## config.mk

```make
export PLATFORM = sky130hd
export DESIGN_NAME = sd_cmd_sequencer_flat
export DESIGN_NICKNAME = d
export VERILOG_FILES = /design/src/rtl/sd_cmd_sequencer_if.sv /design/src/rtl/sd_cmd_sequencer.sv /design/src/flat_wrapper.sv
export SDC_FILE = /design/constraint.sdc
export NUM_CORES = 1
export LEC_CHECK = 0
export BUFFER_PORTS_ARGS = -buffer_cell sky130_fd_sc_hd__clkbuf_2
export CORE_MARGIN = 2
export CORE_UTILIZATION = 50
export CTS_CLUSTER_DIAMETER = 150
export DETAILED_ROUTE_END_ITERATION = 8
export PLACE_DENSITY = 0.7
export SYNTH_ARGS = -nofsm -noshare
export SYNTH_HDL_FRONTEND = slang
export SYNTH_SLANG_ARGS = --single-unit
```

## constraint.sdc

```tcl
create_clock -name clk -period 5.4 [get_ports clk]
set_input_delay 0.27 -clock clk [delete_from_list [all_inputs] [get_ports clk]]
set_output_delay 0.27 -clock clk [all_outputs]
set_load 0.005 [all_outputs]
```

## src/rtl/sd_cmd_sequencer_if.sv

```systemverilog
// SD command-line sequencer bus: request/argument inputs, CMD line pins,
// and the status/response outputs of the last command.
interface sd_cmd_sequencer_if;
  logic        sd_tick;
  logic        cmd_start;
  logic [5:0]  cmd_index;
  logic [31:0] cmd_arg;
  logic [1:0]  resp_type;
  logic        cmd_in;
  logic        cmd_out;
  logic        cmd_oe;
  logic        busy;
  logic        done;
  logic [5:0]  resp_index;
  logic [31:0] resp_data;
  logic        err_timeout;
  logic        err_crc;
  logic        err_index;
  logic        err_frame;

  // Host side: issues commands and drives the sampled CMD line level.
  modport master (
    output sd_tick, cmd_start, cmd_index, cmd_arg, resp_type, cmd_in,
    input  cmd_out, cmd_oe, busy, done, resp_index, resp_data,
    input  err_timeout, err_crc, err_index, err_frame
  );

  // Sequencer side.
  modport slave (
    input  sd_tick, cmd_start, cmd_index, cmd_arg, resp_type, cmd_in,
    output cmd_out, cmd_oe, busy, done, resp_index, resp_data,
    output err_timeout, err_crc, err_index, err_frame
  );
endinterface

```

## src/rtl/sd_cmd_sequencer.sv

```systemverilog
// SD CMD-line sequencer: sends a 48-bit command frame with CRC7, optionally
// waits for and receives a 48-bit response, checks it, then enforces an NRC
// idle gap. All line activity advances on sd_tick.
// Optional macro SD_CMD_RX_CRC_CHECK_EN enables receive CRC7 checking;
// without it err_crc is constant 0.
module sd_cmd_sequencer #(
  parameter int TIMEOUT_TICKS = 64,
  parameter int NRC_TICKS     = 8
) (
  input logic              clk,
  input logic              reset,
  sd_cmd_sequencer_if.slave bus
);

  typedef enum logic [2:0] {
    S_IDLE, S_TX, S_WAIT_RESP, S_RX, S_CHECK, S_GAP
  } state_t;

  localparam logic [7:0] TIMEOUT_LAST = 8'(TIMEOUT_TICKS - 1);
  localparam logic [7:0] NRC_LAST     = 8'(NRC_TICKS - 1);

  // CRC7, polynomial x^7 + x^3 + 1, init 0, MSB first over 40 bits.
  function automatic logic [6:0] crc7_40(input logic [39:0] bits);
    logic [6:0] c;
    logic       fb;
    c = '0;
    for (int i = 39; i >= 0; i--) begin
      fb = bits[i] ^ c[6];
      c  = {c[5:0], 1'b0};
      if (fb) c = c ^ 7'h09;
    end
    return c;
  endfunction

  state_t      r_state;
  logic [7:0]  r_cnt;
  logic [47:0] r_shift;
  logic [46:0] r_rx;     // response bits after the start bit
  logic [5:0]  r_index;
  logic [1:0]  r_type;
  logic        r_cmd_oe;
  logic        r_cmd_out;
  logic        r_busy;
  logic        r_done;
  logic [5:0]  r_resp_index;
  logic [31:0] r_resp_data;
  logic        r_err_timeout;
  logic        r_err_crc;
  logic        r_err_index;
  logic        r_err_frame;

  logic [6:0]  w_tx_crc;
  logic        w_crc_bad;

  assign w_tx_crc = crc7_40({2'b01, bus.cmd_index, bus.cmd_arg});

`ifdef SD_CMD_RX_CRC_CHECK_EN
  logic [6:0] w_rx_crc;
  assign w_rx_crc  = crc7_40({1'b0, r_rx[46:8]});
  // Types 1 and 3 carry a real CRC; type 2 (R3) does not.
  assign w_crc_bad = (r_type != 2'd2) && (w_rx_crc != r_rx[7:1]);
`else
  logic w_unused_rx_crc;
  assign w_unused_rx_crc = ^r_rx[7:1];
  assign w_crc_bad       = 1'b0;
`endif

  // Sequencer FSM with registered line drive, status and response outputs.
  // NOTE: every register here, including the frame/response shifters, is
  // cleared by reset so a mid-frame reset leaves no stale state behind.
  always_ff @(posedge clk or posedge reset) begin
    if (reset) begin
      r_state       <= S_IDLE;
      r_cnt         <= '0;
      r_shift       <= '0;
      r_rx          <= '0;
      r_index       <= '0;
      r_type        <= '0;
      r_cmd_oe      <= 1'b0;
      r_cmd_out     <= 1'b1;
      r_busy        <= 1'b0;
      r_done        <= 1'b0;
      r_resp_index  <= '0;
      r_resp_data   <= '0;
      r_err_timeout <= 1'b0;
      r_err_crc     <= 1'b0;
      r_err_index   <= 1'b0;
      r_err_frame   <= 1'b0;
    end else begin
      // NOTE: non-blocking assignments so every register samples the
      // pre-edge values, independent of statement order.
      r_done <= 1'b0;
      case (r_state)
        S_IDLE: begin
          if (bus.cmd_start) begin
            r_index       <= bus.cmd_index;
            r_type        <= bus.resp_type;
            r_shift       <= {2'b01, bus.cmd_index, bus.cmd_arg, w_tx_crc, 1'b1};
            r_err_timeout <= 1'b0;
            r_err_crc     <= 1'b0;
            r_err_index   <= 1'b0;
            r_err_frame   <= 1'b0;
            r_busy        <= 1'b1;
            r_cnt         <= '0;
            r_state       <= S_TX;
          end
        end
        S_TX: begin
          if (bus.sd_tick) begin
            if (r_cnt == 8'd48) begin
              // Bit 47 has had its full period; release the line.
              r_cmd_oe  <= 1'b0;
              r_cmd_out <= 1'b1;
              r_cnt     <= '0;
              r_state   <= (r_type == 2'd0) ? S_CHECK : S_WAIT_RESP;
            end else begin
              r_cmd_oe  <= 1'b1;
              r_cmd_out <= r_shift[47];
              r_shift   <= {r_shift[46:0], 1'b0};
              r_cnt     <= r_cnt + 8'd1;
            end
          end
        end
        S_WAIT_RESP: begin
          if (bus.sd_tick) begin
            if (!bus.cmd_in) begin
              r_cnt   <= '0;
              r_state <= S_RX;
            end else if (r_cnt == TIMEOUT_LAST) begin
              r_err_timeout <= 1'b1;
              r_cnt         <= '0;
              r_state       <= S_CHECK;
            end else begin
              r_cnt <= r_cnt + 8'd1;
            end
          end
        end
        S_RX: begin
          if (bus.sd_tick) begin
            r_rx <= {r_rx[45:0], bus.cmd_in};
            if (r_cnt == 8'd46) begin
              r_cnt   <= '0;
              r_state <= S_CHECK;
            end else begin
              r_cnt <= r_cnt + 8'd1;
            end
          end
        end
        S_CHECK: begin
          // No response expected, or timed out: keep previous response.
          if (r_type != 2'd0 && !r_err_timeout) begin
            r_err_frame  <= r_rx[46] | ~r_rx[0];
            r_err_index  <= (r_type != 2'd2) && (r_rx[45:40] != r_index);
            r_err_crc    <= w_crc_bad;
            r_resp_index <= r_rx[45:40];
            r_resp_data  <= r_rx[39:8];
          end
          r_done  <= 1'b1;
          r_cnt   <= '0;
          r_state <= S_GAP;
        end
        S_GAP: begin
          if (bus.sd_tick) begin
            if (r_cnt == NRC_LAST) begin
              r_busy  <= 1'b0;
              r_cnt   <= '0;
              r_state <= S_IDLE;
            end else begin
              r_cnt <= r_cnt + 8'd1;
            end
          end
        end
        default: r_state <= S_IDLE;
      endcase
    end
  end

  // Output enable drops with reset directly, without waiting for a clock.
  assign bus.cmd_oe      = r_cmd_oe & ~reset;
  assign bus.cmd_out     = r_cmd_out;
  assign bus.busy        = r_busy;
  assign bus.done        = r_done;
  assign bus.resp_index  = r_resp_index;
  assign bus.resp_data   = r_resp_data;
  assign bus.err_timeout = r_err_timeout;
  assign bus.err_crc     = r_err_crc;
  assign bus.err_index   = r_err_index;
  assign bus.err_frame   = r_err_frame;

endmodule

```

## src/flat_wrapper.sv

```systemverilog
// flat-port wrapper written by rule: the top's interface ports become plain ports
module sd_cmd_sequencer_flat 
#(
  parameter int TIMEOUT_TICKS = 64,
  parameter int NRC_TICKS     = 8
)
  (clk, reset, bus_sd_tick, bus_cmd_start, bus_cmd_index, bus_cmd_arg, bus_resp_type, bus_cmd_in, bus_cmd_out, bus_cmd_oe, bus_busy, bus_done, bus_resp_index, bus_resp_data, bus_err_timeout, bus_err_crc, bus_err_index, bus_err_frame);
  sd_cmd_sequencer_if bus_i ();
  input logic clk;
  input logic reset;
  input wire logic [$bits(bus_i.sd_tick)-1:0] bus_sd_tick;
  input wire logic [$bits(bus_i.cmd_start)-1:0] bus_cmd_start;
  input wire logic [$bits(bus_i.cmd_index)-1:0] bus_cmd_index;
  input wire logic [$bits(bus_i.cmd_arg)-1:0] bus_cmd_arg;
  input wire logic [$bits(bus_i.resp_type)-1:0] bus_resp_type;
  input wire logic [$bits(bus_i.cmd_in)-1:0] bus_cmd_in;
  output wire logic [$bits(bus_i.cmd_out)-1:0] bus_cmd_out;
  output wire logic [$bits(bus_i.cmd_oe)-1:0] bus_cmd_oe;
  output wire logic [$bits(bus_i.busy)-1:0] bus_busy;
  output wire logic [$bits(bus_i.done)-1:0] bus_done;
  output wire logic [$bits(bus_i.resp_index)-1:0] bus_resp_index;
  output wire logic [$bits(bus_i.resp_data)-1:0] bus_resp_data;
  output wire logic [$bits(bus_i.err_timeout)-1:0] bus_err_timeout;
  output wire logic [$bits(bus_i.err_crc)-1:0] bus_err_crc;
  output wire logic [$bits(bus_i.err_index)-1:0] bus_err_index;
  output wire logic [$bits(bus_i.err_frame)-1:0] bus_err_frame;
  assign bus_i.sd_tick = bus_sd_tick;
  assign bus_i.cmd_start = bus_cmd_start;
  assign bus_i.cmd_index = bus_cmd_index;
  assign bus_i.cmd_arg = bus_cmd_arg;
  assign bus_i.resp_type = bus_resp_type;
  assign bus_i.cmd_in = bus_cmd_in;
  assign bus_cmd_out = bus_i.cmd_out;
  assign bus_cmd_oe = bus_i.cmd_oe;
  assign bus_busy = bus_i.busy;
  assign bus_done = bus_i.done;
  assign bus_resp_index = bus_i.resp_index;
  assign bus_resp_data = bus_i.resp_data;
  assign bus_err_timeout = bus_i.err_timeout;
  assign bus_err_crc = bus_i.err_crc;
  assign bus_err_index = bus_i.err_index;
  assign bus_err_frame = bus_i.err_frame;
  sd_cmd_sequencer #(.TIMEOUT_TICKS(TIMEOUT_TICKS), .NRC_TICKS(NRC_TICKS)) u_core (.clk(clk), .reset(reset), .bus(bus_i));
endmodule
```

# Yosys cells after proc, flatten, opt, wreduce, memory -nomap -nowiden
# Cells that the tools add are included.
# classes
n_div	0
bitwise_logic	78
reduce_logical	21
eq_ne	24
add_sub_neg	1
muxes	83
n_mul	0
n_shift	0
order_cmp	0
# op_table
operator	count
2-to-1 mux 4 bit	38
2-to-1 mux 48 bit	3
one-hot mux 48 bit (2 select lines)	1
2-to-1 mux 8 bit	10
inverter 2 bit	37
one-hot mux 8 bit (6 select lines)	1
bitwise XOR 1 bit	34
2-to-1 mux 3 bit	11
== test 8 x 6 -> 1 bit (second input constant)	3
one-hot mux 3 bit (6 select lines)	1
inequality test 2 bit (second input constant)	8
2-to-1 mux 1 bit	13
inequality test 2 x 1 -> 1 bit (second input constant)	5
one-hot mux 1 bit (2 select lines)	5
nonzero test 2 bit	5
AND reduction 9 bit	1
adder 8 x 1 -> 8 bit (second input constant)	1
== test 8 x 3 -> 1 bit (second input constant)	1
AND reduction 2 bit	4
AND reduction 4 bit	2
== test 3 x 2 -> 1 bit (second input constant)	2
== test 3 bit (second input constant)	2
inequality test 6 bit	1
AND reduction 6 bit	1
13 further kinds	17
# totals
memories	0
romBits	0
register_bits	160
mem_bits_rw	0
elab_cells	223
output_inout_bits	46
input_bits	45
latch_bits	0

# Logic depth before layout (Yosys ltp)
# depth
depth_word	77
depth_mapped	10
ltp_nobuf	8

# Worst setup path after synthesis
# Ideal clock, no wire load.
# synth_path
path_kind	input -> register
from	in bus_cmd_index[2]
to	reg u_core.r_shift[6]
path_stages	7
arrival_time_ns	2.430
path_slack_ns	2.901
required_time_ns	5.331
setup_ns	0.069
path_buffers	1
path_cell_list	buf_2 > xor3_2 > xnor3_2 > xnor3_2 > xnor3_1 > or3_1 > nand3_1
# synth_between
elab_chain_cells	30
elab_cells_between_ends	65
cone_classes	mux: 35; bitwise: 30
# synth_rtl
item	line	rtl
start, declared	flat_wrapper.sv:13	input wire logic [$bits(bus_i.cmd_index)-1:0] bus_cmd_index;
bitwise XOR 1 bit *	sd_cmd_sequencer.sv:28	fb = bits[i] ^ c[6];
2-to-1 mux 4 bit *	sd_cmd_sequencer.sv:30	if (fb) c = c ^ 7'h09;
bitwise XOR 1 bit / 2-to-1 mux 4 bit (equally long branches)	sd_cmd_sequencer.sv:28, sd_cmd_sequencer.sv:30	
2-to-1 mux 4 bit	sd_cmd_sequencer.sv:30	
bitwise XOR 1 bit, or another cell as far along	sd_cmd_sequencer.sv:28	
2-to-1 mux 4 bit	sd_cmd_sequencer.sv:30	
2-to-1 mux 4 bit, or another cell as far along	sd_cmd_sequencer.sv:30	
2-to-1 mux 4 bit	sd_cmd_sequencer.sv:30	
(+14 left out)	-	
bitwise XOR 1 bit, or another cell as far along	sd_cmd_sequencer.sv:28	
2-to-1 mux 4 bit	sd_cmd_sequencer.sv:30	
2-to-1 mux 4 bit, or another cell as far along	sd_cmd_sequencer.sv:30	
2-to-1 mux 4 bit	sd_cmd_sequencer.sv:30	
inverter 2 bit (no source line) / bitwise XOR 1 bit (equally long branches)	-	
2-to-1 mux 4 bit *	sd_cmd_sequencer.sv:30	
2-to-1 mux 48 bit *	sd_cmd_sequencer.sv:95	if (bus.cmd_start) begin
one-hot mux 48 bit (2 select lines) *	sd_cmd_sequencer.sv:93	case (r_state)
end signal, assigned	sd_cmd_sequencer.sv:98	r_shift <= {2'b01, bus.cmd_index, bus.cmd_arg, w_tx_crc, 1'b1};
end signal, assigned	sd_cmd_sequencer.sv:119	r_shift <= {r_shift[46:0], 1'b0};
end, declared	sd_cmd_sequencer.sv:37	logic [47:0] r_shift;
# Every way passes the cells marked *; elsewhere a longest branch is shown, timed or not. The select of a mux whose other input is x is not followed.
# A chain may end at the register's enable or synchronous reset.

# Worst setup path in the final report
# layout_path
from	reg u_core.r_state[1]
to	reg u_core.r_shift[4]
# layout_between
elab_chain_cells	3
elab_cells_between_ends	8
cone_classes	eq/ne: 4; mux: 1; reduce/logical: 3
# layout_rtl
item	line	rtl
start, declared	sd_cmd_sequencer.sv:35	state_t r_state;
start signal, assigned	sd_cmd_sequencer.sv:115	r_state <= (r_type == 2'd0) ? S_CHECK : S_WAIT_RESP;
== test 3 x 1 -> 1 bit / zero test 3 bit (equally long branches)	sd_cmd_sequencer.sv:93	
inequality test 2 bit (no source line) / nonzero test 2 bit (equally long branches)	-	
AND reduction 4 bit (no source line)	-	
# Several ways; a longest one is shown, not always the timed one.

==> key figures <==
Status
  – Status: finished, violations left
  – Violated checks: hold timing

Timing
  – Final period util: between 50% and 60%
  – Slew at the pin closest to its max-slew limit: ~1.1 ns
  – Hold slack final: -0.00377 ns
  – Fmax: 337 MHz
  – Slew HR: 25.0%
  – Setup ws final: 2.43 ns
  – Final hold viol count: 3
  – Post-route minimum period: between 2 and 3 ns
  – Count of pins over their slew limit: 0
  – Setup TNS: 0 ns
  – Layout Skew: 0.00976 ns
  – RSZ-0062 raised after global routing: false
  – Final Setup Violations: 0

Power
  – Pwr/cell area: around 500 nW/µm²
  – Sequential power share: roughly 38%
  – Clk pwr share: between 20% and 30%
  – Logic pwr share: 34.5%
  – Power, Total: between 4 and 5 mW
  – Leak: approximately 4.3 nW
  – Peak supply drop: 0.000343 V
  – Cell internal pwr: between 2 and 3 mW
  – P_sw: ~1.5 mW
  – Switching part of the total: about a third

Setup path
  – Worst path arrival time: roughly 3.3 ns
  – Setup crit end kind: register
  – Critical Path Start Type: register
  – R2r startpoint: u_core.r_state[1]
  – Worst r2r path cells: 5
  – Crit path max fanout: 67
  – WP data required: 5.72 ns
  – Worst R2R Setup Slack: 2.43 ns
  – Crit Path Class: reg -> reg
  – Worst Setup SP: u_core.r_state[1]
  – R2r endpoint: u_core.r_shift[4]
  – Crit path capture: u_core.r_shift[4]

Yosys
  – Predominant post-synthesis flop cell: dfrtp_1
  – Number of flops mapped to enable cells by yosys: 0
  – Seq/Total Area, Yosys: between 50% and 60%
  – Flops & latches, synth: between 150 and 200
  – Synth Instances: approximately 650
  – Ys Warns: 0
  – Avg Cell Area, Syn: 11.5 µm²
  – Netlist cell types: 54
  – Synth async-reset ratio: between 90% and 100%
  – Post-Syn Nets: roughly 700
  – Mapped Area: 7510 µm²

Finish
  – Post-route cell area: a little under 9000 µm²
  – Area added between synthesis and finish: 15.7%
  – Fin util: 59.6%
  – Share of cells above drive strength 1: approximately 31%
  – Leading cell types in the layout, fill and taps excluded: dfrtp_1 (158), clkbuf_2 (89), mux2_2 (87)
  – Fin cells: a little over 900
  – Inserted Diodes: 0
  – Commonest non-fill, non-tap cell in the layout: dfrtp_1
  – Layout net count: 777

Global routing
  – Largest net degree at the start of global routing: 93
  – Vias in the first global route: approximately 5k
  – Gr usage total: a little under a fifth
  – Total gr overflow: 0
  – First-pass GRT wire length: 24.6 mm
  – Initial antenna violation count: 0

Clocking
  – Worst-path clk slew: roughly 0.070 ns
  – CTS tree: done
  – Root buffer selected by CTS: clkbuf_16
  – CTS H-tree lvls: 4
  – Clock sink count: approximately 160
  – Cts repair resizes: 0
  – Worst skew pair latency: approximately 0.42 ns
  – Postcts setup bufs: 0
  – Number of CTS-inserted buffers: 17
  – Hold buffer count at cts: 0
  – Clock buffer depth: 2

Die
  – Row count: 44
  – Initial Utilization: around half
  – Die footprint: ~16000 µm²
  – Core area: roughly 15000 µm²
  – Die X-Extent: approximately 130 µm
  – Top Ports: 91
  – Die Height: ~130 µm

Route
  – Avg WL per Cell: approximately 16 µm
  – DRC: 0
  – Vias/cell: about 5.5
  – Initial DRC Count: 393
  – Vias: 5075
  – Post-Route WL: 14.6 mm
  – Drt pass-1 iters: 5
  – Final ANT Viol Nets: 0

Hold path
  – Worst min path class: in -> async

Placement
  – Quantity of I/O buffers inserted on ports: 89
  – DP Wirelength: 9.93 mm
  – GPL Wtd Cong: 0.835
  – Area post-placement: just over 8000 µm²
  – Placement Setup Slack: 2.45 ns
  – # placed instances: ~890

Job
  – Max-cap violations: 0
## cells in the mapped netlist, types with 7 or more instances
cell	n	area (µm²)
nand3_1	11	55.1
inv_1	11	41.3
nand2_1	85	319
xnor3_1	14	315
xnor2_1	35	307
nor2_1	71	267
dfrtp_1	158	3950
o22ai_1	18	113
mux2_2	87	980
xor2_1	10	87.6
nor3_1	7	35.0
a31oi_1	26	163
o21ai_0	13	65.1
clkbuf_1	32	120
a21oi_1	13	65.1
## state kept, by name, summed over array words and instances (netlist names)
name                    cells
u_core.bus.busy             1
u_core.bus.cmd_out          1
u_core.bus.done             1
u_core.bus.err_frame        1
u_core.bus.err_index        1
u_core.bus.err_timeout      1
u_core.bus.resp_data       32
u_core.bus.resp_index       6
u_core.r_cmd_oe             1
u_core.r_cnt                8
u_core.r_index              6
u_core.r_rx                47
u_core.r_shift             48
u_core.r_state              3
u_core.r_type               2
## logic make-up after synthesis
logic type               count (synthesis)  synth area share, %
XOR/XNOR                                67                 12.0
AO/OA/AOI/OAI                           87                 7.24
adder cells (fa/ha/maj)                  3                0.500
other                                    1               0.0499
AND/OR/NAND/NOR                        200                 11.5
multiplexers                            89                 13.3
buffers and inverters                   48                 2.46
flip-flops                             159                 53.0
## worst min path at each step
stage / to / startpoint / slack (ns)
final: u_core.bus.busy / reset / -0.004
after global routing: u_core.r_type[1] / bus_resp_type[1] / 0.06
after CTS: u_core.bus.busy / reset / 0.05
after detailed placement: u_core.r_cmd_oe / u_core.r_cmd_oe / 0.48
after global placement: u_core.r_cmd_oe / u_core.r_cmd_oe / 0.47
after floorplan: u_core.r_index[0] / bus_cmd_index[0] / 0.38
## power by group through the flow
| stage | clock network, mW | registers [mW] | logic (mW) |
|---|---|---|---|
| CTS | 1.24 | 1.63 | 1.51 |
| finish | 1.21 | 1.63 | 1.50 |
| detailed placement | 0 | 1.65 | 1.51 |
| floorplan | 0 | 1.58 | 1.26 |
| global route | 1.29 | 1.67 | 1.69 |
| global placement | 0 | 1.64 | 1.46 |
## area by class of cell
| class | count | area, µm² |
|---|---|---|
| Fill cell | 1175 | 5890 |
| Sequential cell | 159 | 3980 |
| Multi-Input combinational cell | 447 | 3360 |
| Timing Repair Buffer | 93 | 475 |
| Clock buffer | 18 | 429 |
| Tap cell | 184 | 230 |
| Clock inverter | 14 | 169 |
| Inverter | 11 | 46.3 |
## critical path, stage by stage (launching register included)
cell and delay [ns]:
dfrtp_1 0.57, or3b_2 0.78, a31oi_1 0.29, o22a_2 0.92, nor2_1 0.11, o22ai_1 0.19
## routing by layer
metal	vias up	GRT usage, %	routed length (µm)
met4	0	7.18	204
met3	19	3.58	581
met5	-	0	0
met1	2507	27.2	6860
met2	130	29.7	6960
li1	2419	-	-
Power figures use the tool's default switching activity.
